===== src/rtl/upx1_bus_pkg.sv =====
// upx1_bus_pkg: shared constants and helpers for the uPx1 bus arbitration blocks.
package upx1_bus_pkg;

    // Upper bound on the number of arbitrated channels.
    localparam int MAX_CH = 16;

    // Ceiling log2 with a floor of 1, so a select field is never zero width.
    function automatic int clog2(input int n);
        int r;
        r = 0;
        for (int k = 0; k < 32; k++) begin
            if ((1 << r) < n) r++;
        end
        return (r < 1) ? 1 : r;
    endfunction

    // Reset value of the round-robin pointer: the last channel, so channel 0
    // is first in line after reset.
    function automatic int rr_ptr_rst(input int n);
        return n - 1;
    endfunction

endpackage


===== src/rtl/rr_arbiter.sv =====
// rr_arbiter: combinational round-robin grant with optional lock override.
// The search starts one past ptr and wraps; a valid lock pins the grant to lock_idx.
module rr_arbiter #(
    parameter int N    = 4,
    parameter int SELW = 2
) (
    input  logic [N-1:0]    req,
    input  logic [SELW-1:0] ptr,
    input  logic            lock_vld,
    input  logic [SELW-1:0] lock_idx,
    output logic [N-1:0]    grant,
    output logic [SELW-1:0] grant_idx
);

    logic w_found;

    // Pick the first requester above ptr, then wrap to the lowest at or below ptr.
    always_comb begin
        grant     = '0;
        grant_idx = '0;
        w_found   = 1'b0;
        if (lock_vld) begin
            // Locked: only the owner may be granted, and only while it requests.
            for (int i = 0; i < N; i++) begin
                if (int'(lock_idx) == i) grant[i] = req[i];
            end
            grant_idx = lock_idx;
        end else begin
            for (int i = 0; i < N; i++) begin
                if (!w_found && req[i] && (i > int'(ptr))) begin
                    grant[i]  = 1'b1;
                    grant_idx = SELW'(i);
                    w_found   = 1'b1;
                end
            end
            for (int i = 0; i < N; i++) begin
                if (!w_found && req[i] && (i <= int'(ptr))) begin
                    grant[i]  = 1'b1;
                    grant_idx = SELW'(i);
                    w_found   = 1'b1;
                end
            end
        end
    end

endmodule


===== src/rtl/mux_arb_nto1.sv =====
// mux_arb_nto1: N-input W-bit round-robin arbitrated mux with valid/ready on
// both sides and a registered output stage (1 word/cycle, 1 cycle latency).
// Optional grant locking is compiled in with the macro MUX_ARB_LOCK_EN.
module mux_arb_nto1
    import upx1_bus_pkg::*;
#(
    parameter  int N    = 4,
    parameter  int W    = 8,
    localparam int SELW = clog2(N)
) (
    input  logic            clk,
    input  logic            rst,
    input  logic [N-1:0]    in_valid,
    output logic [N-1:0]    in_ready,
    input  logic [N*W-1:0]  in_data,
`ifdef MUX_ARB_LOCK_EN
    input  logic [N-1:0]    in_lock,
`endif
    output logic            out_valid,
    input  logic            out_ready,
    output logic [W-1:0]    out_data,
    output logic [SELW-1:0] out_sel
);

    localparam logic [SELW-1:0] RR_PTR_RST = SELW'(rr_ptr_rst(N));

    logic [SELW-1:0] r_ptr;
    logic            w_load_en;
    logic            w_xfer;
    logic [N-1:0]    w_grant;
    logic [SELW-1:0] w_grant_idx;
    logic [W-1:0]    w_data;
    logic            w_lock_vld;
    logic [SELW-1:0] w_lock_idx;

    rr_arbiter #(
        .N    (N),
        .SELW (SELW)
    ) u_arb (
        .req       (in_valid),
        .ptr       (r_ptr),
        .lock_vld  (w_lock_vld),
        .lock_idx  (w_lock_idx),
        .grant     (w_grant),
        .grant_idx (w_grant_idx)
    );

    // The output register can take a word when empty or being drained this cycle.
    assign w_load_en = !out_valid || out_ready;
    assign in_ready  = rst ? '0 : (w_grant & {N{w_load_en}});
    assign w_xfer    = |(in_valid & in_ready);

    // AND-OR select of the granted channel's data (grant is one-hot or zero).
    always_comb begin
        w_data = '0;
        for (int i = 0; i < N; i++) begin
            w_data = w_data | (in_data[W*i +: W] & {W{w_grant[i]}});
        end
    end

    // Output register and round-robin pointer; a plain drain keeps data/sel.
    always_ff @(posedge clk) begin
        if (rst) begin
            out_valid <= 1'b0;
            out_data  <= '0;
            out_sel   <= '0;
            r_ptr     <= RR_PTR_RST;
        end else if (w_xfer) begin
            out_valid <= 1'b1;
            out_data  <= w_data;
            out_sel   <= w_grant_idx;
            r_ptr     <= w_grant_idx;
        end else if (out_ready) begin
            out_valid <= 1'b0;
        end
    end

`ifdef MUX_ARB_LOCK_EN
    logic            r_lock_vld;
    logic [SELW-1:0] r_lock_idx;

    // Each beat from the granted channel re-evaluates its lock request; the
    // unlocking beat itself is still granted to the owner.
    always_ff @(posedge clk) begin
        if (rst) begin
            r_lock_vld <= 1'b0;
            r_lock_idx <= '0;
        end else if (w_xfer) begin
            r_lock_vld <= |(in_lock & w_grant);
            r_lock_idx <= w_grant_idx;
        end
    end

    assign w_lock_vld = r_lock_vld;
    assign w_lock_idx = r_lock_idx;
`else
    assign w_lock_vld = 1'b0;
    assign w_lock_idx = '0;
`endif

endmodule


===== config.mk =====
export PLATFORM = sky130hd
export DESIGN_NAME = mux_arb_nto1
export DESIGN_NICKNAME = d
export VERILOG_FILES = /design/src/rtl/upx1_bus_pkg.sv /design/src/rtl/rr_arbiter.sv /design/src/rtl/mux_arb_nto1.sv
export SDC_FILE = /design/constraint.sdc
export NUM_CORES = 1
export LEC_CHECK = 0
export CAP_MARGIN = 15
export CORE_AREA = 4 4 56 58
export CTS_BUF_LIST = sky130_fd_sc_hd__clkbuf_4
export CTS_CLUSTER_SIZE = 8
export DETAILED_ROUTE_END_ITERATION = 16
export DIE_AREA = 0 0 60 62
export GPL_TIMING_DRIVEN = 0
export PLACE_DENSITY = 0.68
export SLEW_MARGIN = 25
export SYNTH_ARGS = -nofsm -noshare
export SYNTH_HDL_FRONTEND = slang
export SYNTH_SLANG_ARGS = --single-unit
export TNS_END_PERCENT = 30

===== constraint.sdc =====
create_clock -name clk -period 1.6 [get_ports clk]
set_input_delay 0.4 -clock clk [delete_from_list [all_inputs] [get_ports clk]]
set_output_delay 0.4 -clock clk [all_outputs]
set_load 0.05 [all_outputs]

Word level (Yosys, flattened, before mapping). Index checks and enable logic that the tools add are counted.

Bitwise operators: 9. Order comparisons: 6. Reduce and logical (&&, ||, !) cells: 22. Mux-type cells: 22.

Operators with widths (count): 8-bit AND (4); 8-bit OR (3); 1-bit 2-to-1 mux (15); 1-bit logical AND (12); 2-bit 2-to-1 mux (6); 4-bit AND (2); 1-bit logical NOT (7); 2-bit > comparator (first input constant) (2); 2-bit less-or-equal comparator (first input constant) (2); 4-bit 2-to-1 mux (1); 4-bit OR reduction (1); 1-bit by 2-bit > comparator with 1-bit output (first input constant) (1); 1-bit by 2-bit less-or-equal comparator with 1-bit output (first input constant) (1); 2-bit nonzero test (1); 1-bit logical OR (1).

Register bits after elaboration: 13. Logic and storage cells: 63.

Longest topological paths before layout. Gate-level depths: netlist of run 1.

Depth in word-level cells: 31. Mapped depth: 7. Depth with buffers taken out: 5.

Modules after synthesis. Synthesis of run 1 repeated with hierarchy kept, for this count alone.

Cell total of the unflattened synthesis: 112. Area total of the unflattened synthesis: 948.4 um^2.

By module, submodules not included: mux_arb_nto1 (sequential area each 260.2 um^2, area each 719.4 um^2, cells an instance 72, times used 1); rr_arbiter (sequential area each 0.0 um^2, area each 229.0 um^2, cells an instance 40, times used 1).

Worst setup path before layout of run 1. OpenSTA, ideal clock, no wires.

Path kind: reg-to-output. Start point: register out_valid. End point: output in_ready[1]. Arrival: 1.832 ns. Required time: 1.200 ns. Buffers on the path: 0. Cell stages (with the launch flop): 4. Slack: -0.632 ns. Path through: dfxtp_1 > nand2b_1 > nand2_1 > nor3_1.

Word-level cells in the longest chain between the ends: 4.

Ends and longest elaborated chain: from (decl) (line mux_arb_nto1.sv:19) `output logic out_valid,`; from (signal assigned) (line mux_arb_nto1.sv:64) `out_valid <= 1'b0;`; from (signal assigned) (line mux_arb_nto1.sv:69) `out_valid <= 1'b1;`; from (signal assigned) (line mux_arb_nto1.sv:74) `out_valid <= 1'b0;`; 1-bit logical NOT (line mux_arb_nto1.sv:49) `assign w_load_en = !out_valid || out_ready;`; 1-bit logical OR (line mux_arb_nto1.sv:49); 4-bit AND (line mux_arb_nto1.sv:50) `assign in_ready = rst ? '0 : (w_grant & {N{w_load_en}});`; 4-bit 2-to-1 mux (line mux_arb_nto1.sv:50); to (decl) (line mux_arb_nto1.sv:14) `output logic [N-1:0] in_ready,`.

Every way passes these cells.

Final worst setup path of run 1.
Start point: register r_ptr[0]. End point: output in_ready[3].

Word-level cells in the longest chain between the ends: 28. Elaborated cells between the ends (all ways): 34. Those cells by class: 6 x order compare; 9 x mux; 1 x bitwise; 18 x reduce/logical.

Ends and longest elaborated chain: from (decl) (line mux_arb_nto1.sv:27) `logic [SELW-1:0] r_ptr;`; from (signal assigned) (line mux_arb_nto1.sv:72) `r_ptr <= w_grant_idx;`; 1-bit by 2-bit > comparator with 1-bit output (line rr_arbiter.sv:30) `if (!w_found && req[i] && (i > int'(ptr))) begin`; 1-bit logical AND (line rr_arbiter.sv:30); 1-bit 2-to-1 mux (line rr_arbiter.sv:30); 1-bit logical NOT (line rr_arbiter.sv:30); 1-bit logical AND (2 in series) (line rr_arbiter.sv:30); 1-bit 2-to-1 mux (line rr_arbiter.sv:30); 1-bit logical NOT (line rr_arbiter.sv:30); 1-bit logical AND (2 in series) (line rr_arbiter.sv:30); [8 not listed]; 1-bit logical NOT (line rr_arbiter.sv:37) `if (!w_found && req[i] && (i <= int'(ptr))) begin`; 1-bit logical AND (2 in series) (line rr_arbiter.sv:37); 1-bit 2-to-1 mux (line rr_arbiter.sv:37); 1-bit logical NOT (line rr_arbiter.sv:37); 1-bit logical AND (2 in series) (line rr_arbiter.sv:37); 1-bit 2-to-1 mux * (line rr_arbiter.sv:37); 4-bit AND * (line mux_arb_nto1.sv:50); 4-bit 2-to-1 mux * (line mux_arb_nto1.sv:50).

Mark *: on every way between the ends. The rest lies on a longest branch, timed or not.

==> results of run 1 <==
## worst max-delay path, cell delays in order, from the launching register on
cell and delay, ps:
dfxtp_4 380, nor2b_4 120, nor3_2 40, o31a_1 320, and2_4 150, buf_8 140
## cell families (layout without fill, tap and decap cells)
group,count (synthesis),after routing,share of synthesized area
AO/OA/AOI/OAI,33,33,0.3480
buffers and inverters,9,74,0.06860
flip-flops,13,13,0.3399
AND/OR/NAND/NOR,38,38,0.2435
## sequential cells by signal (all words and copies together) (netlist names)
name       flops
r_ptr          2
out_sel        2
out_data       8
out_valid      1
## layout make-up
| class | count | area (sq um) |
|---|---|---|
| Fill cell | 260 | 1137 |
| Sequential cell | 13 | 269.0 |
| Tap cell | 31 | 38.79 |
| Buffer | 4 | 25.02 |
| Clock inverter | 1 | 5.005 |
| Clock buffer | 3 | 22.52 |
| Inverter | 2 | 10.01 |
| Timing Repair Buffer | 64 | 616.8 |
| Multi-Input combinational cell | 71 | 538.0 |
## timing repair
item                                    in CTS  in global routing
hold endpoints to repair                     0                  0
resized for setup                           72                 13
pin swaps                                    8                  8
buffers inserted                             7                  5
endpoints found under the setup margin      27                 18
## metal layers
metal  track usage  vias to the layer above  wire length (um)
met5             0                        -                 0
met4       0.04430                        0                17
met3       0.04752                        4               233
met2        0.3009                       41              1566
met1        0.1698                      505              1152
li1              -                      495                 -
## worst max-delay path by stage
stage | end | cells past startpoint | startpoint
after CTS | in_ready[3] | 6 | r_ptr[0]
after global routing | in_ready[3] | 5 | r_ptr[0]
after global placement | in_ready[3] | 7 | in_valid[1]
after floorplan | in_ready[3] | 5 | in_valid[2]
final | in_ready[3] | 5 | r_ptr[0]
after detailed placement | in_ready[3] | 7 | in_valid[1]
## Yosys cell counts, drive strengths merged
| cell | instances |
|---|---|
| a311oi | 8 |
| clkbuf | 1 |
| o31a | 1 |
| nand2b | 3 |
| a222oi | 8 |
| o211a | 2 |
| buf | 6 |
| inv | 2 |
| dfxtp | 13 |
| o211ai | 1 |
| and3 | 1 |
| nand2 | 11 |
| a21oi | 5 |
| o221a | 1 |
| nor4 | 1 |
| and2 | 4 |
| o22ai | 1 |
| o221ai | 1 |
| o21ai | 5 |
| nor3 | 4 |
| nor2b | 2 |
| nor2 | 12 |
## per-stage QoR
step | std cells | worst slack [ps]
after detailed placement | 176 | -1422
after CTS | 185 | -271.8
after global routing | 189 | -282.0
after global placement | 176 | -1390
after floorplan | 93 | -36.17
final | 189 | -237.4
## power groups by stage
stage,sequential (mW),clock [mW],combinational [mW]
final,0.373,0.213,0.473
after global routing,0.379,0.235,0.502
after CTS,0.374,0.217,0.446
after detailed placement,0.376,0,0.432
after global placement,0.375,0,0.427
after floorplan,0.456,0,0.163
==> results by group, run 1 <==
STA
  – Fin crit share: 1.148
  – Worst setup margin: -237.4 ps
  – Layout Skew: 2.910 ps
  – Setup TNS: -931.8 ps
  – Final hold viol count: 0
  – Final hold slack: 501.4 ps
  – Final min period: 1837 ps
  – Max Fclk: 544.2 MHz
  – RSZ-0062 raised after global routing: yes
  – Relative max-transition margin: 0.6671
  – Least-Margin Pin Slew: 501.3 ps
  – Max-slew violations: 0
  – Finish-stage setup viols: 6

Setup path
  – Reg2Reg Depth: 7
  – Crit Path Max Fanout: 5
  – Worst setup SP type: flip-flop
  – CP Data Required Time: 1200 ps
  – FF-to-FF End: out_data[0]
  – R2R setup slack: -30 ps
  – Endpoint type of the worst setup path: primary output
  – RR Startpoint: r_ptr[0]
  – Arr. time, crit path: 1440 ps
  – Crit path kind: reg2out

Pwr
  – Switching power: 0.3927 mW
  – Switching fraction of total power: 0.3705
  – Share of total power in the clock network: 0.201
  – Final Power: 1.060 mW
  – VDD IR max: 0.3698 mV
  – Leakage: 0.6248 nW
  – P per Cell Area: 695.0 nW/um^2
  – Part of the power in combinational logic: 0.447
  – Flop pwr share: 0.352
  – Int Power: 0.6673 mW

Floorplanning
  – Die W: 60 um
  – IO Pins: 54
  – Starting density of the core: 0.2876
  – Core area: 2663 sq um
  – Rows: 19
  – Die area: 3720 sq um
  – Die height: 62 um

Placement
  – Port Buf Inserts: 52
  – Dpl cell area: 1344 sq um
  – Hpwl dp: 2.089 mm
  – GP Congestion: 0.8215

CTS
  – CTS root buffer: clkbuf_4
  – H-tree levels: 1
  – Clk slew on worst S/H paths: 90 ps
  – TritonCTS clock tree: built
  – Clk_lat worst skew: 280 ps
  – Sink Count: 13
  – Max clock buf depth: 2
  – Hold Buf Count CTS: 0
  – Inserted Clock Buffers: 3

Detailed routing
  – Routed length per instance: 15.71 um
  – DRT iter0 DRCs: 55
  – Post-DRT Antenna Nets: 0
  – Vias per cell: 5.529
  – DRC errors left: 0
  – Routed wire length: 2.969 mm
  – First-pass DRT Iterations: 5
  – DR vias: 1045

Global routing
  – Maximum number of pins on one net before global-route repair: 11
  – Antenna violations before repair: 0
  – Vias in the first global route: 1012
  – Total GRT Usage: 0.1587
  – First-pass GRT wire length: 4.443 mm
  – Overflow after GRT: 0

Worst hold path
  – Hold Path Depth: 2
  – Hold EP: out_data[2]
  – Hold Path Class: reg2reg
  – Worst hold start: out_data[2]

Job
  – Maxcap violations: 0

Outcome
  – Status: finished with violations
  – Failing checks: setup timing

Synthesis
  – Synthesized Nets: 132
  – Post-Syn Area: 765.7 sq um
  – Ys Warns: 0
  – #FFs+latches synth: 13
  – Yosys top cell area share: 0.3399
  – Leading area contributor after synthesis: dfxtp_1
  – Synth area leaders: dfxtp_1, a222oi_1, a311oi_1, nand2_1, nor2_1
  – Post-synthesis sequential area ratio: 0.3399
  – Gate count after technology mapping: 93
  – Synth Area per Inst: 8.234 sq um
  – Synth cell types: 28

Layout
  – Fin util: 0.5728
  – Commonest non-fill, non-tap cells in the layout: clkdlybuf4s50_1, nand2_1, nor2_1, dfxtp_1, buf_4
  – Most common cell after layout, fill and taps aside: clkdlybuf4s50_1
  – Synth-to-Final Area Change: 99.18%
  – Design area: 1525 sq um
  – Layout cells sized above 1: 0.3101
  – ANT cells: 0
  – Final nets: 198
Power figures use the tool's default switching activity.
==> inputs of run 2 (changes only) <==
--- a/config.mk
+++ b/config.mk
@@ -12,7 +12,7 @@
 export DETAILED_ROUTE_END_ITERATION = 16
 export DIE_AREA = 0 0 60 62
 export GPL_TIMING_DRIVEN = 0
-export PLACE_DENSITY = 0.68
+export PLACE_DENSITY = 0.69
 export SLEW_MARGIN = 25
 export SYNTH_ARGS = -nofsm -noshare
 export SYNTH_HDL_FRONTEND = slang
==> constraint.sdc (replaced) <==
create_clock -name clk -period 2.4 [get_ports clk]
set_input_delay 0.6 -clock clk [delete_from_list [all_inputs] [get_ports clk]]
set_output_delay 0.6 -clock clk [all_outputs]
set_load 0.05 [all_outputs]
==> run 2 against run 1 <==
The run now ends clean. Sequential cell count stayed put. Via count down 8.3%. Critical path depth increased by 2. Final cell count decreased by 4.8%. Global-route usage is 1.1 points lower. Register-to-register slack improved by 750 ps. Non-clock buffer count fell by 9. Clock power decreased by 38%. Hold slack worse by 3.1 ps.
==> results by group, run 2 (same netlist as run 1, synthesis figures left out) <==
Outcome
  – Status: finished clean

Setup path
  – WP buf/inv: 3 (+2)
  – CP Data Required Time: 1800 ps (+600 ps)
  – Worst setup SP type: primary input
  – CP max stage delay: 280 ps (-100 ps)
  – CP delay by family, top: buffers and inverters
  – Endpoint type of the worst setup path: primary output
  – Crit-path cells: clkbuf_4 -> nor2b_4 -> nor3_1 -> o31a_1 -> buf_4 -> and2_1 -> buf_4
  – Arr. time, crit path: 1760 ps (+320 ps)
  – Crit Path Max Fanout: 10 (+5)
  – Most used cell along the critical path: buf_4
  – Crit path kind: in2out
  – Slowest stage cell, crit path: o31a_1

STA
  – Final hold viol count: 0 (unchanged)
  – RSZ-0062 raised after global routing: yes
  – Final hold slack: 498.3 ps (-3.134 ps)
  – Fin crit share: 0.9838
  – Max Fclk: 423.5 MHz
  – Relative max-transition margin: 0.6543 (-0.01275)
  – Layout Skew: 6.405 ps (+3.495 ps)
  – Final min period: 2361 ps
  – Max-slew violations: 0 (unchanged)
  – Least-Margin Pin Slew: 516.9 ps (+15.55 ps)
  – Finish-stage setup viols: 0 (-6)

Detailed routing
  – Vias per cell: 5.322 (-3.7%)
  – DR vias: 958 (-8.3%)
  – DRC errors left: 0 (unchanged)
  – Routed wire length: 2.664 mm (-10%)
  – Post-DRT Antenna Nets: 0 (unchanged)
  – First-pass DRT Iterations: 5 (unchanged)
  – Routed length per instance: 14.80 um (-5.8%)
  – DRT iter0 DRCs: 42 (-24%)

CTS
  – Clk slew on worst S/H paths: 80 ps (about the same)
  – Buffer count from post-CTS setup fixing: 0 (-7)
  – TritonCTS clock tree: built
  – Hold Buf Count CTS: 0 (unchanged)
  – Sink Count: 13 (unchanged)
  – Clk_lat worst skew: 270 ps (about the same)
  – Max clock buf depth: 2 (unchanged)
  – Inserted Clock Buffers: 3 (unchanged)
  – CTS root buffer: clkbuf_4
  – H-tree levels: 1 (unchanged)

Pwr
  – Final Power: 0.6640 mW (-37%)
  – Flop pwr share: 0.370 (+0.018)
  – Part of the power in combinational logic: 0.430 (-0.017)
  – Share of total power in the clock network: 0.200 (about the same)
  – Switching fraction of total power: 0.3554 (-0.01504)
  – P per Cell Area: 487.8 nW/um^2 (-30%)
  – Switching power: 0.2360 mW (-40%)
  – Int Power: 0.4280 mW (-36%)
  – VDD IR max: 0.3862 mV (+4.4%)
  – Leakage: 0.5211 nW (-17%)

Layout
  – Final nets: 189 (-4.5%)
  – Commonest non-fill, non-tap cells in the layout: clkdlybuf4s50_1, dfxtp_1, nand2_1, nor2_1
  – Largest register FFs: 8 (unchanged)
  – Biggest regs: out_data x8, out_sel x2, r_ptr x2
  – Final cell count without fillers: 180 (-4.8%)
  – Synth-to-Final Area Change: 77.78%
  – ANT cells: 0 (unchanged)
  – Layout cells sized above 1: 0.1812 (-0.1289)
  – Most common cell after layout, fill and taps aside: clkdlybuf4s50_1
  – Reg with most FFs: out_data

Placement
  – GP Congestion: 0.7647 (-6.9%)
  – Hpwl dp: 2.077 mm (-0.60%)
  – Port Buf Inserts: 52 (unchanged)
  – Cells after DPL: 176 (unchanged)

Global routing
  – Overflow after GRT: 0 (unchanged)
  – Vias in the first global route: 923 (-8.8%)
  – First-pass GRT wire length: 4.153 mm (-6.5%)
  – Antenna violations before repair: 0 (unchanged)
  – Total GRT Usage: 0.1477 (-0.01099)
  – Maximum number of pins on one net before global-route repair: 11 (unchanged)

Job
  – Maxcap violations: 0 (unchanged)

Floorplanning
  – Core area: 2663 sq um (unchanged)
  – Die height: 62 um (unchanged)
  – Starting density of the core: 0.2876 (unchanged)
  – IO Pins: 54 (unchanged)
  – Die W: 60 um (unchanged)
  – Rows: 19 (unchanged)
  – Die area: 3720 sq um (unchanged)

Worst hold path
  – Hold Path Class: reg2reg
run 2: changes by cell type in the layout (fill, tap and decap cells not counted), sizes merged:
cell and delta:
buf -11, clkdlybuf4s50 +13, clkdlybuf4s15 -6, dlygate4sd2 -7, clkbuf +2
run 2: power by group through the flow:
stage	registers (mW)	logic, mW	clock network, mW
global placement	0.250	0.281	0
CTS	0.246	0.284	0.137
floorplan	0.304	0.105	0
finish	0.246	0.285	0.133
detailed placement	0.250	0.284	0
global route	0.248	0.305	0.148
run 2: metrics by stage:
step	instance area (sq um)	worst slack, ps	util	TNS (ps)
global placement	1330	-964.9	0.4995	-3214
detailed placement	1330	-999.8	0.4995	-3327
CTS	1351	10.79	0.5075	0
floorplan	770.7	183.0	-	0
finish	1361	38.79	0.5113	0
global route	1361	-6.254	0.5113	-11.21
run 2: worst register-to-register path, cell delays in order, from the launching register on:
cell      delay, ps
dfxtp_1         520
nand2b_1        180
a21oi_1         110
nor2_2          350
a222oi_1        150
a311oi_1        270
run 2: cell type report:
type	instances	area, sq um
Inverter	2	7.507
Clock buffer	3	22.52
Sequential cell	13	260.3
Timing Repair Buffer	52	506.7
Clock inverter	1	5.005
Buffer	7	47.55
Tap cell	31	38.79
Fill cell	287	1301
Multi-Input combinational cell	71	473.0
run 2: path summary, 6_finish.rpt:
check                           cells past startpoint         from           to  slack [ps]
worst min register to register                      2  out_data[0]  out_data[0]         500
worst max register to register                      5     r_ptr[0]  out_data[7]         720
worst max-delay path                                7  in_valid[1]  in_ready[3]          40
worst min-delay path                                2  out_data[0]  out_data[0]         500
run 2: routing by layer:
metal / vias to the layer above / share of wire / wire length [um] / global-route usage
met5: - / 0 / 0 / 0
met1: 445 / 0.39 / 1046 / 0.1667
met2: 37 / 0.51 / 1361 / 0.2623
met4: 0 / 0.0056 / 15 / 0.03797
li1: 474 / - / - / -
met3: 2 / 0.090 / 240 / 0.05579
run 2: repair_timing:
item	in CTS	in global routing
pin swaps	0	1
resized for setup	34	8
endpoints found under the setup margin	4	4
==> inputs of run 3 (changes only) <==
--- a/config.mk
+++ b/config.mk
@@ -13,6 +13,7 @@
 export DIE_AREA = 0 0 60 62
 export GPL_TIMING_DRIVEN = 0
 export PLACE_DENSITY = 0.69
+export SKIP_CTS_REPAIR_TIMING = 1
 export SLEW_MARGIN = 25
 export SYNTH_ARGS = -nofsm -noshare
 export SYNTH_HDL_FRONTEND = slang
==> run 3 against run 2 <==
Clock skew grew 1.0 ps. Core utilization grew 0.094 points. Highest routed layer unchanged. Maximum frequency grew 0.20%. Global-route usage is essentially flat. Largest cell class unchanged. Sequential power is essentially flat. Sequential share of layout area is essentially flat.
==> results by group, run 3 (same netlist as run 1, synthesis figures left out) <==
Outcome
  – Status: finished clean

Floorplanning
  – IO Pins: 54 (unchanged)
  – Die height: 62 um (unchanged)
  – Core area: 2663 sq um (unchanged)
  – Die area: 3720 sq um (unchanged)
  – Rows: 19 (unchanged)
  – Starting density of the core: 0.2876 (unchanged)
  – Die W: 60 um (unchanged)

Job
  – Maxcap violations: 0 (unchanged)

Global routing
  – Overflow after GRT: 0 (unchanged)
  – Maximum number of pins on one net before global-route repair: 11 (unchanged)
  – Vias in the first global route: 923 (unchanged)
  – First-pass GRT wire length: 4.140 mm (-0.31%)
  – Antenna violations before repair: 0 (unchanged)
  – Total GRT Usage: 0.1473 (-0.0004307)

STA
  – Fin crit share: 0.9819 (-0.001976)
  – Relative max-transition margin: 0.6544 (about the same)
  – Least-Margin Pin Slew: 516.7 ps (-0.1551 ps)
  – Final hold viol count: 0 (unchanged)
  – RSZ-0062 raised after global routing: yes
  – Final min period: 2356 ps (-4.743 ps)
  – Max-slew violations: 0 (unchanged)
  – Max Fclk: 424.4 MHz (+0.20%)
  – Final hold slack: 498.3 ps (+0.02200 ps)
  – Setup TNS: 0 ps (unchanged)
  – Finish-stage setup viols: 0 (unchanged)
  – Layout Skew: 7.424 ps (+1.019 ps)

Layout
  – Biggest regs: out_data x8, out_sel x2, r_ptr x2
  – ANT cells: 0 (unchanged)
  – Most common cell after layout, fill and taps aside: clkdlybuf4s50_1
  – Reg with most FFs: out_data
  – Multi-input combinational cell area: 467.9 sq um (-1.1%)
  – Layout cells sized above 1: 0.1678 (-0.01342)
  – Register Area: 260.3 sq um (unchanged)
  – Fill cells: 288 (+0.35%)
  – Synth-to-Final Area Change: 78.10%
  – Commonest non-fill, non-tap cells in the layout: clkdlybuf4s50_1, dfxtp_1, nand2_1, nor2_1
  – Largest register FFs: 8 (unchanged)
  – Final nets: 189 (unchanged)

Pwr
  – Final Power: 0.6617 mW (-0.35%)
  – Part of the power in combinational logic: 0.429 (about the same)
  – VDD IR max: 0.3851 mV (-0.29%)
  – Leakage: 0.5364 nW (+2.9%)
  – Int Power: 0.4276 mW (about the same)
  – Flop pwr share: 0.371 (about the same)
  – P per Cell Area: 485.2 nW/um^2 (-0.53%)
  – Share of total power in the clock network: 0.200 (about the same)
  – Switching fraction of total power: 0.3537 (-0.001744)
  – Switching power: 0.2340 mW (-0.84%)

Setup path
  – Most used cell along the critical path: buf_4
  – Endpoint type of the worst setup path: primary output
  – CP max stage delay: 280 ps (about the same)
  – WP buf/inv: 3 (unchanged)
  – Crit Path Max Fanout: 10 (unchanged)
  – CP delay by family, top: buffers and inverters
  – Slowest stage cell, crit path: o31a_1
  – Crit-path cells: clkbuf_4 -> nor2b_4 -> nor3_1 -> o31a_1 -> buf_4 -> and2_1 -> buf_4
  – Arr. time, crit path: 1760 ps (about the same)
  – Crit path kind: in2out
  – CP Data Required Time: 1800 ps (about the same)
  – Worst setup SP type: primary input

CTS
  – TritonCTS clock tree: built
  – Clk_lat worst skew: 270 ps (about the same)
  – Clk slew on worst S/H paths: 70 ps (about the same)
  – H-tree levels: 1 (unchanged)
  – Max clock buf depth: 2 (unchanged)
  – CTS root buffer: clkbuf_4
  – Inserted Clock Buffers: 3 (unchanged)
  – Sink Count: 13 (unchanged)

Detailed routing
  – DRC errors left: 0 (unchanged)
  – DRT iter0 DRCs: 48 (+14%)
  – Routed length per instance: 14.55 um (-1.7%)
  – Routed wire length: 2.619 mm (-1.7%)
  – Vias per cell: 5.300 (-0.42%)
  – Post-DRT Antenna Nets: 0 (unchanged)
  – First-pass DRT Iterations: 5 (unchanged)
  – DR vias: 954 (-0.42%)

Placement
  – Hpwl dp: 2.077 mm (unchanged)
  – Port Buf Inserts: 52 (unchanged)
  – GP Congestion: 0.7647 (unchanged)

Worst hold path
  – Hold Path Class: reg2reg
-- run 3: worst reg2reg max path, delay by kind of cell, from the launching register on --
kind	cells	cell delay, ps
AO/OA/AOI/OAI	3	540
flip-flops	1	510
AND/OR/NAND/NOR	2	520
-- run 3: metrics by stage --
stage          worst slack, ps  area (sq um)  std cells  utilization
2_1_floorplan            183.0         770.7         93            -
3_3_place_gp            -964.9          1330        176       0.4995
3_5_place_dp            -999.8          1330        176       0.4995
4_1_cts                  -1004          1358        180       0.5099
5_1_grt                 -12.96          1364        180       0.5122
6_report                 43.53          1364        180       0.5122
-- run 3: area by class of cell --
| cell class | instances | share of cell area |
|---|---|---|
| timing repair buffer | 52 | 0.3789 |
| sequential | 13 | 0.1908 |
| inverter | 2 | 0.005505 |
| clock buffer | 3 | 0.01651 |
| multi-input combinational | 71 | 0.3431 |
| buffer | 7 | 0.03303 |
| clock inverter | 1 | 0.003670 |
| tap | 31 | 0.02844 |
-- run 3: power groups by stage --
stage / clock network [mW] / logic [mW] / registers, mW
3_5_place_dp: 0 / 0.284 / 0.250
3_3_place_gp: 0 / 0.281 / 0.250
6_report: 0.132 / 0.284 / 0.246
4_1_cts: 0.137 / 0.285 / 0.245
5_1_grt: 0.148 / 0.304 / 0.248
2_1_floorplan: 0 / 0.105 / 0.304
-- run 3: routing by layer --
| layer | up-vias | track usage | wire [um] |
|---|---|---|---|
| met3 | 2 | 0.05579 | 251 |
| li1 | 475 | - | - |
| met2 | 40 | 0.2623 | 1344 |
| met5 | - | 0 | 0 |
| met1 | 437 | 0.1654 | 1007 |
| met4 | 0 | 0.03797 | 15 |
-- run 3: worst paths after layout --
path                    start           to  slack [ps]  depth (start not counted)
hold / removal    out_data[0]  out_data[0]         500                          2
setup / recovery  in_valid[1]  in_ready[3]          40                          7
hold reg to reg   out_data[0]  out_data[0]         500                          2
setup reg to reg     r_ptr[0]  out_data[7]         750                          5
